<file path="src/rtl/counter_ctrl.sv">
// Index sequencer for the autoencoder: sweeps 0..limit once per pass for PASSES passes,
// stepping only on consumer acceptance, then emits a one-cycle completion pulse.
module counter_ctrl #(
    parameter int CNT_W  = 5,
    parameter int PASS_W = 2,
    parameter int PASSES = 2
) (
    input  logic              clk,
    input  logic              rst,
    input  logic              start,
    input  logic [CNT_W-1:0]  limit,
    input  logic              advance,
    output logic [CNT_W-1:0]  count_out,
    output logic              count_valid,
    output logic [PASS_W-1:0] pass_idx,
    output logic              busy,
    output logic              wrap,
    output logic              done
);

    localparam logic [1:0] ST_IDLE = 2'd0;
    localparam logic [1:0] ST_RUN  = 2'd1;
    localparam logic [1:0] ST_DONE = 2'd2;

    localparam logic [PASS_W-1:0] LAST_PASS = PASS_W'(PASSES - 1);

    logic [1:0]        state_r;
    logic [1:0]        state_s;
    logic [CNT_W-1:0]  limit_r;
    logic [CNT_W-1:0]  limit_s;
    logic [CNT_W-1:0]  count_s;
    logic [PASS_W-1:0] pass_s;
    logic              wrap_s;
    logic              done_s;

    // Next-state and next-output computation for the sweep sequencer.
    always_comb begin
        state_s = state_r;
        limit_s = limit_r;
        count_s = count_out;
        pass_s  = pass_idx;
        wrap_s  = 1'b0;
        done_s  = 1'b0;
        case (state_r)
            ST_IDLE: begin
                if (start) begin
                    state_s = ST_RUN;
                    limit_s = limit;
                    count_s = {CNT_W{1'b0}};
                    pass_s  = {PASS_W{1'b0}};
                end else begin
                    state_s = ST_IDLE;
                end
            end
            ST_RUN: begin
                if (advance) begin
                    // End of pass is detected by compare, so limit=all-ones never relies on overflow.
                    if (count_out < limit_r) begin
                        count_s = count_out + CNT_W'(1);
                    end else begin
                        count_s = {CNT_W{1'b0}};
                        wrap_s  = 1'b1;
                        if (pass_idx < LAST_PASS) begin
                            pass_s = pass_idx + PASS_W'(1);
                        end else begin
                            state_s = ST_DONE;
                            done_s  = 1'b1;
                        end
                    end
                end else begin
                    state_s = ST_RUN;
                end
            end
            ST_DONE: begin
                state_s = ST_IDLE;
                count_s = {CNT_W{1'b0}};
                pass_s  = {PASS_W{1'b0}};
            end
            default: begin
                state_s = ST_IDLE;
                count_s = {CNT_W{1'b0}};
                pass_s  = {PASS_W{1'b0}};
            end
        endcase
    end

    // State and registered outputs, with synchronous reset taking priority.
    always_ff @(posedge clk) begin
        if (rst) begin
            state_r     <= ST_IDLE;
            limit_r     <= {CNT_W{1'b0}};
            count_out   <= {CNT_W{1'b0}};
            pass_idx    <= {PASS_W{1'b0}};
            count_valid <= 1'b0;
            busy        <= 1'b0;
            wrap        <= 1'b0;
            done        <= 1'b0;
        end else begin
            state_r     <= state_s;
            limit_r     <= limit_s;
            count_out   <= count_s;
            pass_idx    <= pass_s;
            count_valid <= (state_s == ST_RUN);
            busy        <= (state_s != ST_IDLE);
            wrap        <= wrap_s;
            done        <= done_s;
        end
    end

endmodule

</file>
<file path="config.mk">
export PLATFORM = sky130hd
export DESIGN_NAME = counter_ctrl
export DESIGN_NICKNAME = d
export VERILOG_FILES = /design/src/rtl/counter_ctrl.sv
export SDC_FILE = /design/constraint.sdc
export NUM_CORES = 1
export LEC_CHECK = 0
export CORE_UTILIZATION = 25
export CTS_CLUSTER_DIAMETER = 60
export DETAILED_ROUTE_END_ITERATION = 8
export GPL_ROUTABILITY_DRIVEN = 0
export GPL_TIMING_DRIVEN = 0
export HOLD_SLACK_MARGIN = 0.02
export PLACE_DENSITY = 0.46
export SYNTH_ARGS = -nofsm -noshare
export SYNTH_HDL_FRONTEND = slang
export SYNTH_SLANG_ARGS = --single-unit
</file>
<file path="constraint.sdc">
create_clock -name clk -period 2.1 [get_ports clk]
set_clock_uncertainty 0.2 [all_clocks]
set_input_delay 0.63 -clock clk [delete_from_list [all_inputs] [get_ports clk]]
set_output_delay 0.63 -clock clk [all_outputs]
set_load 0.05 [all_outputs]
</file>
After elaboration in Yosys (flattened, before gate mapping)
Index checks and enable logic that the tools add are counted.

operators by class
  add/subtract/negate cells = 2
  $mul = 0
  div/mod/pow operators = 0
  $lt $le $gt $ge = 2
  equal/unequal tests = 6
  shift operators = 0
  mux-type cells = 16
  bitwise operators = 2
  reductions and logical operators = 7

operators with widths
  operator                                            count
  2-to-1 mux 5 bit                                    3
  2-to-1 mux 2 bit                                    7
  case mux 5 bit (2 select lines)                     1
  != test 2 bit, second input constant                4
  case mux 2 bit (2 select lines)                     2
  adder 5 x 1 -> 5 bit, second input constant         1
  < comparator 5 bit                                  1
  == test 2 x 1 -> 1 bit, second input constant       2
  AND reduction 2 bit                                 2
  AND reduction 4 bit                                 1
  OR reduction 4 bit                                  1
  2-to-1 mux 1 bit                                    3
  OR reduction 3 bit                                  1
  adder 2 x 1 -> 2 bit, second input constant         1
  logical NOT 2 bit                                   1
  < comparator 2 x 1 -> 1 bit, second input constant  1
  inverter 1 bit                                      2
  nonzero test 2 bit                                  1

word-level totals
  bits in registers = 18
  latch bits = 0
  RAM bits = 0
  memory bits (read-only) = 0
  output and inout port bits = 11
  memories kept = 0

Depth between registers and ports, before layout
Gate-level depths: netlist (run 1).

  depth in word-level cells = 6
  gate-level depth with buffers = 7
  gate-level depth less buffers = 7

Worst setup path after synthesis (run 1)
OpenSTA, ideal clock, no wires.

  path kind = register to register
  start point = reg count_out[3]
  end point = reg count_out[4]
  setup time = 0.074 ns
  arrival = 2.090 ns
  path slack = -0.264 ns
  stages on the path, launching flop included = 7
  path buffers = 0
  cell sequence = dfxtp_1 ha_1 or4b_1 a2111o_1 nand2_2 nand3_1 a31oi_1

between the ends
  word-level cells in the longest chain between the ends = 4
  elaborated cells between the ends (all ways) = 5
  those cells by class = 1 x add/sub; 1 x order compare; 3 x mux

RTL lines
  item                                                        RTL line  text
  start: declaration                                          13        output logic [CNT_W-1:0] count_out,
  start signal: assignment                                    92        count_out <= {CNT_W{1'b0}};
  start signal: assignment                                    101       count_out <= count_s;
  adder 5 x 1 -> 5 bit or < comparator 5 bit (tied branches)  59, 58
  2-to-1 mux 5 bit (*)                                        58        if (count_out < limit_r) begin
  2-to-1 mux 5 bit (*)                                        56        if (advance) begin
  case mux 5 bit (2 select lines) (*)                         44        case (state_r)

Mark *: on every way between the ends. The rest lies on a longest branch, timed or not. The select of a mux whose other input is x is not followed.
A chain may end at the register's enable or synchronous reset.

Worst setup path after layout (run 1)
  start point = reg limit_r[3]
  end point = reg count_out[2]

between the ends
  word-level cells in the longest chain between the ends = 4

RTL lines
  item                             RTL line  text
  start: declaration               29        logic [CNT_W-1:0] limit_r;
  start signal: assignment         91        limit_r <= {CNT_W{1'b0}};
  start signal: assignment         100       limit_r <= limit_s;
  < comparator 5 bit               58
  2-to-1 mux 5 bit                 58
  2-to-1 mux 5 bit                 56
  case mux 5 bit (2 select lines)  44

Every way passes these cells. The select of a mux whose other input is x is not followed.

==> results of run 1 <==
==> final cells by class <==
cell class / instances / area (sq um) / share of cell area [%]
plain buffers: 3 / 15.0 / 1.19
multi-input cells: 72 / 557 / 44.0
flip-flops and latches: 18 / 373 / 29.4
clock buffers: 4 / 36.3 / 2.87
inverters: 8 / 30.0 / 2.37
repair buffers: 22 / 198 / 15.6
well taps: 46 / 57.6 / 4.55
==> synthesized netlist by cell type, types with 2 or more instances <==
master	n
inv_1	8
nand3_1	6
a21oi_1	4
o21a_1	2
ha_1	6
nor2_1	11
nor4_1	3
nand2b_1	2
nand2_1	6
o21ai_0	3
clkbuf_1	2
o31a_1	2
mux2i_1	5
nand3b_1	2
dfxtp_1	18
==> power breakdown <==
part,switching [mW],internal [mW],total [mW]
logic,0.0925,0.0679,0.160
registers,0.00754,0.353,0.361
clock network,0.121,0.106,0.227
==> worst max-delay path by stage <==
stage | start | slack, ns | to | cells past startpoint
after floorplan | count_out[1] | 0.01 | pass_idx[0] | 5
after CTS | limit_r[3] | -0.008 | count_out[2] | 7
final | limit_r[3] | -0.02 | count_out[2] | 7
after detailed placement | start | -0.63 | pass_idx[0] | 5
after global placement | start | -0.63 | pass_idx[0] | 5
after global routing | limit_r[3] | -0.07 | count_out[2] | 7
==> logic make-up (layout without fill, tap and decap cells) <==
kind of cell | Yosys count | in the layout | share of synthesized area [%]
and+or+nand+nor | 41 | 41 | 25.3
adders and majority gates | 6 | 6 | 8.33
DFF | 18 | 18 | 40.0
AOI/OAI and AO/OA | 20 | 20 | 15.8
buffers and inverters | 11 | 37 | 5.00
muxes | 5 | 5 | 5.56
==> registers in the layout, indices dropped and copies added, names as in the netlist <==
signal / cells
busy: 1
wrap: 1
done: 1
state_r: 2
count_out: 5
limit_r: 5
count_valid: 1
pass_idx: 2
==> critical path, stage by stage (launching register included) <==
cell      delay [ns]
dfxtp_2         0.35
inv_2           0.04
ha_4            0.15
or4b_4          0.53
a2111o_1        0.33
nand2_2         0.13
nand4b_1        0.12
a21oi_1         0.18
==> per-stage QoR <==
| step | power [mW] | instance area (sq um) | utilization (%) |
|---|---|---|---|
| final | 0.748 | 1270 | 37.4 |
| after global placement | 0.511 | 1150 | 33.9 |
| after CTS | 0.745 | 1220 | 36.0 |
| after global routing | 0.788 | 1270 | 37.4 |
| after floorplan | 0.465 | 911 | - |
| after detailed placement | 0.512 | 1150 | 33.9 |
==> metal layers <==
metal | global-route usage [%] | vias up
li1 | - | 420
met1 | 15.5 | 372
met2 | 20.2 | 18
met3 | 3.11 | 5
met4 | 6.67 | 0
met5 | 0 | -
==> what timing repair did <==
item                       in CTS  in global routing
pin swaps                       0                  5
setup buffers                   1                  3
setup endpoints to repair      17                 19
gates resized for setup        23                 10
==> impl_metrics.json, run 1 <==
{
  "status": "finished, violations left",
  "violations": "negative setup slack",
  "port_buffers": 18,
  "routed-wl-met3_um": 75,
  "ir_worst_vdd_mv": 0.209,
  "setup_ws_ns": -0.0187,
  "fill_cells": 360,
  "synth_area_leaders": "dfxtp_1, ha_1, mux2i_1, nor2_1, nand3_1",
  "preCtsSetupSlack_ns": -0.632,
  "top_layer": "met4",
  "cellPowerDensity_nw_per_um2": 591,
  "r2r_setup_slack_ns": -0.02,
  "synth.avg_cell_area_sq_um": 8.92,
  "hold_viol": 0,
  "fmax_ghz": 0.472,
  "hold_path.class": "flip-flop to flip-flop",
  "wl_per_cell_um": 12.5,
  "drtPass1Iterations": 4,
  "ant_nets": 0,
  "fin_tns_setup_ns": -0.0187,
  "cts_tree": "yes",
  "h-tree-depth": 1,
  "synth_fp_nets": 116,
  "cp.required_ns": 2.13,
  "crit_path_max_fanout": 6,
  "core_sq_um": 3390,
  "min_period_over_period_pct": 101,
  "cts_sinks": 18,
  "period_needed_ns": 2.12,
  "rows": 21,
  "m1WireLength_um": 1030,
  "final_cell_mix": "dfxtp_1, nor2_1, clkdlybuf4s50_1, dlygate4sd2_1",
  "synth.distinct_cells": 36,
  "ys_seq_elements": 18,
  "grt_pass1_wl_um": 3370,
  "drv_cap": 0,
  "boundaryPins": 20,
  "synth.largest_area_cell": "dfxtp_1",
  "setup_viol": 1,
  "drv_slew": 0,
  "path_class": "flip-flop to flip-flop",
  "dp_hpwl_um": 1500,
  "grt-ovfl-total": 0,
  "final_common_cell": "dfxtp_1",
  "die_area_sq_um": 3850,
  "grt_pass1_vias": 719,
  "hold_depth": 2,
  "insertion_delay_ns": 0.30,
  "synth_edf_count": 0,
  "area_delta_synth_final_pct": 40.6,
  "end_kind": "flip-flop",
  "wl_met2_um": 1000,
  "drc_errors": 0,
  "placed_cells": 165,
  "holdWs_ns": 0.294,
  "ctsHoldBuffers": 0,
  "worst_slew_pin_slew_ns": 0.486,
  "antenna_cells": 0,
  "slew_headroom_pct": 67.7,
  "synth_cells": 101,
  "yosysTopAreaCellShare_pct": 40.0,
  "nets": 143,
  "hold_path_end": "pass_idx[1]",
  "rr_worst_depth": 7,
  "drt_iter0_drc": 32,
  "gr-usage-all-layers_pct": 12.6,
  "rsz0062_at_grt": "yes",
  "arrival_ns": 2.15,
  "cts_made_buffers": 3,
  "r2r-start": "limit_r[3]",
  "yosys_most_used_dff": "dfxtp_1",
  "instances_no_fill": 173,
  "die_w_um": 62.0,
  "startpoint_type": "flip-flop",
  "r2r_end": "count_out[2]",
  "hp-start": "pass_idx[1]",
  "clock_path_buffers": 2,
  "synth-async-reset-ratio_pct": 0,
  "clockRootBuffer": "clkbuf_4",
  "syn_area_sq_um": 901,
  "start_util_pct": 26.6,
  "leakage_nw": 0.513,
  "drive_gt1_share_pct": 22.0,
  "ys_seq_area_share_pct": 40.0,
  "vias": 815,
  "drt-total-wl_um": 2160,
  "synth_warnings": 0,
  "grt_max_degree": 11,
  "die_height_um": 62.0,
  "antenna_found_initial": 0,
  "via_per_inst": 4.71,
  "clk_pin_slew_ns": 0.11
}
Power figures use the tool's default switching activity.
==> run 2: changes to the inputs <==
--- a/config.mk
+++ b/config.mk
@@ -5,13 +5,15 @@
 export SDC_FILE = /design/constraint.sdc
 export NUM_CORES = 1
 export LEC_CHECK = 0
+export CORE_ASPECT_RATIO = 0.75
 export CORE_UTILIZATION = 25
 export CTS_CLUSTER_DIAMETER = 60
 export DETAILED_ROUTE_END_ITERATION = 8
 export GPL_ROUTABILITY_DRIVEN = 0
 export GPL_TIMING_DRIVEN = 0
 export HOLD_SLACK_MARGIN = 0.02
-export PLACE_DENSITY = 0.46
+export PLACE_DENSITY = 0.59
 export SYNTH_ARGS = -nofsm -noshare
 export SYNTH_HDL_FRONTEND = slang
 export SYNTH_SLANG_ARGS = --single-unit
+export TNS_END_PERCENT = 30
==> impl_metrics.json, run 2 (synthesis gave the netlist of run 1 again) <==
{
  "fmax_ghz": 0.480,
  "cts_tree": "yes",
  "setup_ws_ns": 0.0186,
  "wl_per_cell_um": 12.4,
  "gr-usage-all-layers_pct": 11.4,
  "boundaryPins": 20,
  "drt_iter0_drc": 13,
  "arrival_ns": 2.06,
  "cts_made_buffers": 3,
  "grt_pass1_wl_um": 3340,
  "cellPowerDensity_nw_per_um2": 613,
  "ant_nets": 0,
  "rows": 18,
  "leakage_nw": 0.522,
  "hold_path.class": "flip-flop to flip-flop",
  "slew_headroom_pct": 67.3,
  "die_w_um": 71.3,
  "antenna_found_initial": 0,
  "die_area_sq_um": 3850,
  "hold_viol": 0,
  "largestRegisters": "count_out (5), limit_r (5)",
  "cp_cell_sequence": "ha_4 -> or4b_4 -> a2111o_1 -> nand2_2 -> nand4b_1 -> a21oi_1",
  "die_height_um": 54.0,
  "slowest_delay_ns": 0.54,
  "critPathTopFamily": "simple AND/OR/NAND/NOR gates",
  "min_period_over_period_pct": 99.1,
  "setup_viol": 0,
  "end_kind": "flip-flop",
  "h-tree-depth": 1,
  "power_uw": 760,
  "dp_hpwl_um": 1490,
  "clock_path_buffers": 2,
  "port_buffers": 18,
  "grt_max_degree": 11,
  "vias": 829,
  "cts_sinks": 18,
  "path_class": "flip-flop to flip-flop",
  "postLayoutCoreUtil_pct": 36.9,
  "holdWs_ns": 0.295,
  "core_sq_um": 3360,
  "final_common_cell": "dfxtp_1",
  "status": "finished, violations left",
  "drt-total-wl_um": 2050,
  "postPlaceCellArea_sq_um": 1140,
  "antenna_cells": 0,
  "clockRootBuffer": "clkbuf_8",
  "final_area_sq_um": 1240,
  "fin_tns_setup_ns": 0,
  "grt-ovfl-total": 0,
  "cp.required_ns": 2.08,
  "drive_gt1_share_pct": 16.8,
  "insertion_delay_ns": 0.25,
  "via_per_inst": 5.02,
  "period_needed_ns": 2.08,
  "clk_pin_slew_ns": 0.07,
  "drtPass1Iterations": 6,
  "drv_slew": 0,
  "ctsHoldBuffers": 0,
  "critPathSlowestCell": "or4b_4",
  "crit_path_max_fanout": 6,
  "drc_errors": 1,
  "ir_worst_vdd_mv": 0.337,
  "preCtsSetupSlack_ns": -0.624,
  "drv_cap": 0,
  "nets": 141,
  "area_delta_synth_final_pct": 37.5,
  "violations": "design-rule violations",
  "grt_pass1_vias": 755,
  "worst_slew_pin_slew_ns": 0.492,
  "startpoint_type": "flip-flop",
  "critical_path_buf_inv_count": 0,
  "start_util_pct": 26.8,
  "rsz0062_at_grt": "yes",
  "final_cell_mix": "dfxtp_1, nor2_1, dlygate4sd2_1",
  "placed_cells": 159,
  "instances_no_fill": 165
}
run 2: cell count changes in the layout (fill, tap and decap cells not counted), sizes merged, moves of 2 or more:
cell,previous run,this run
dlygate4sd2,7,10
buf,5,3
clkbuf,7,5
clkdlybuf4s15,3,1
run 2: path summary, 6_finish.rpt:
path	from	endpoint	slack (ns)	cells past startpoint
worst max-delay path	count_out[3]	count_out[2]	0.02	6
worst min-delay path	limit_r[3]	limit_r[3]	0.30	2
worst max register to register	count_out[3]	count_out[2]	0.02	6
worst min register to register	limit_r[3]	limit_r[3]	0.30	2
run 2: timing repair:
item                                    4_1_cts  5_1_grt
resized for setup                            19        7
setup buffers                                 0        2
endpoints found under the setup margin       22       12
pin swaps                                     0        3
run 2: final cells by class:
| type | instances | area [sq um] |
|---|---|---|
| multi-input combinational | 72 | 541 |
| sequential | 18 | 373 |
| clock inverter | 1 | 3.75 |
| inverter | 8 | 30.0 |
| fill | 339 | 2120 |
| timing repair buffer | 20 | 185 |
| tap | 40 | 50.0 |
| buffer | 3 | 15.0 |
| clock buffer | 3 | 41.3 |
run 2: report_power, final:
group | switching, mW | total (mW) | internal (mW)
Sequential | 0.00695 | 0.360 | 0.353
Combinational | 0.0906 | 0.157 | 0.0664
Clock | 0.113 | 0.243 | 0.130
Total | 0.210 | 0.760 | 0.550
run 2: worst min-delay path: cells and delay by family (launching register included):
family	cells	cell delay, ns
flip-flops	1	0.33
multiplexers	1	0.06
AND/OR/NAND/NOR	1	0.07
run 2: routing by layer:
layer	track usage, %	share of wire [%]
met5	0	0
met1	13.5	48
met2	19.0	46
met3	4.31	5.2
met4	4.00	1.2
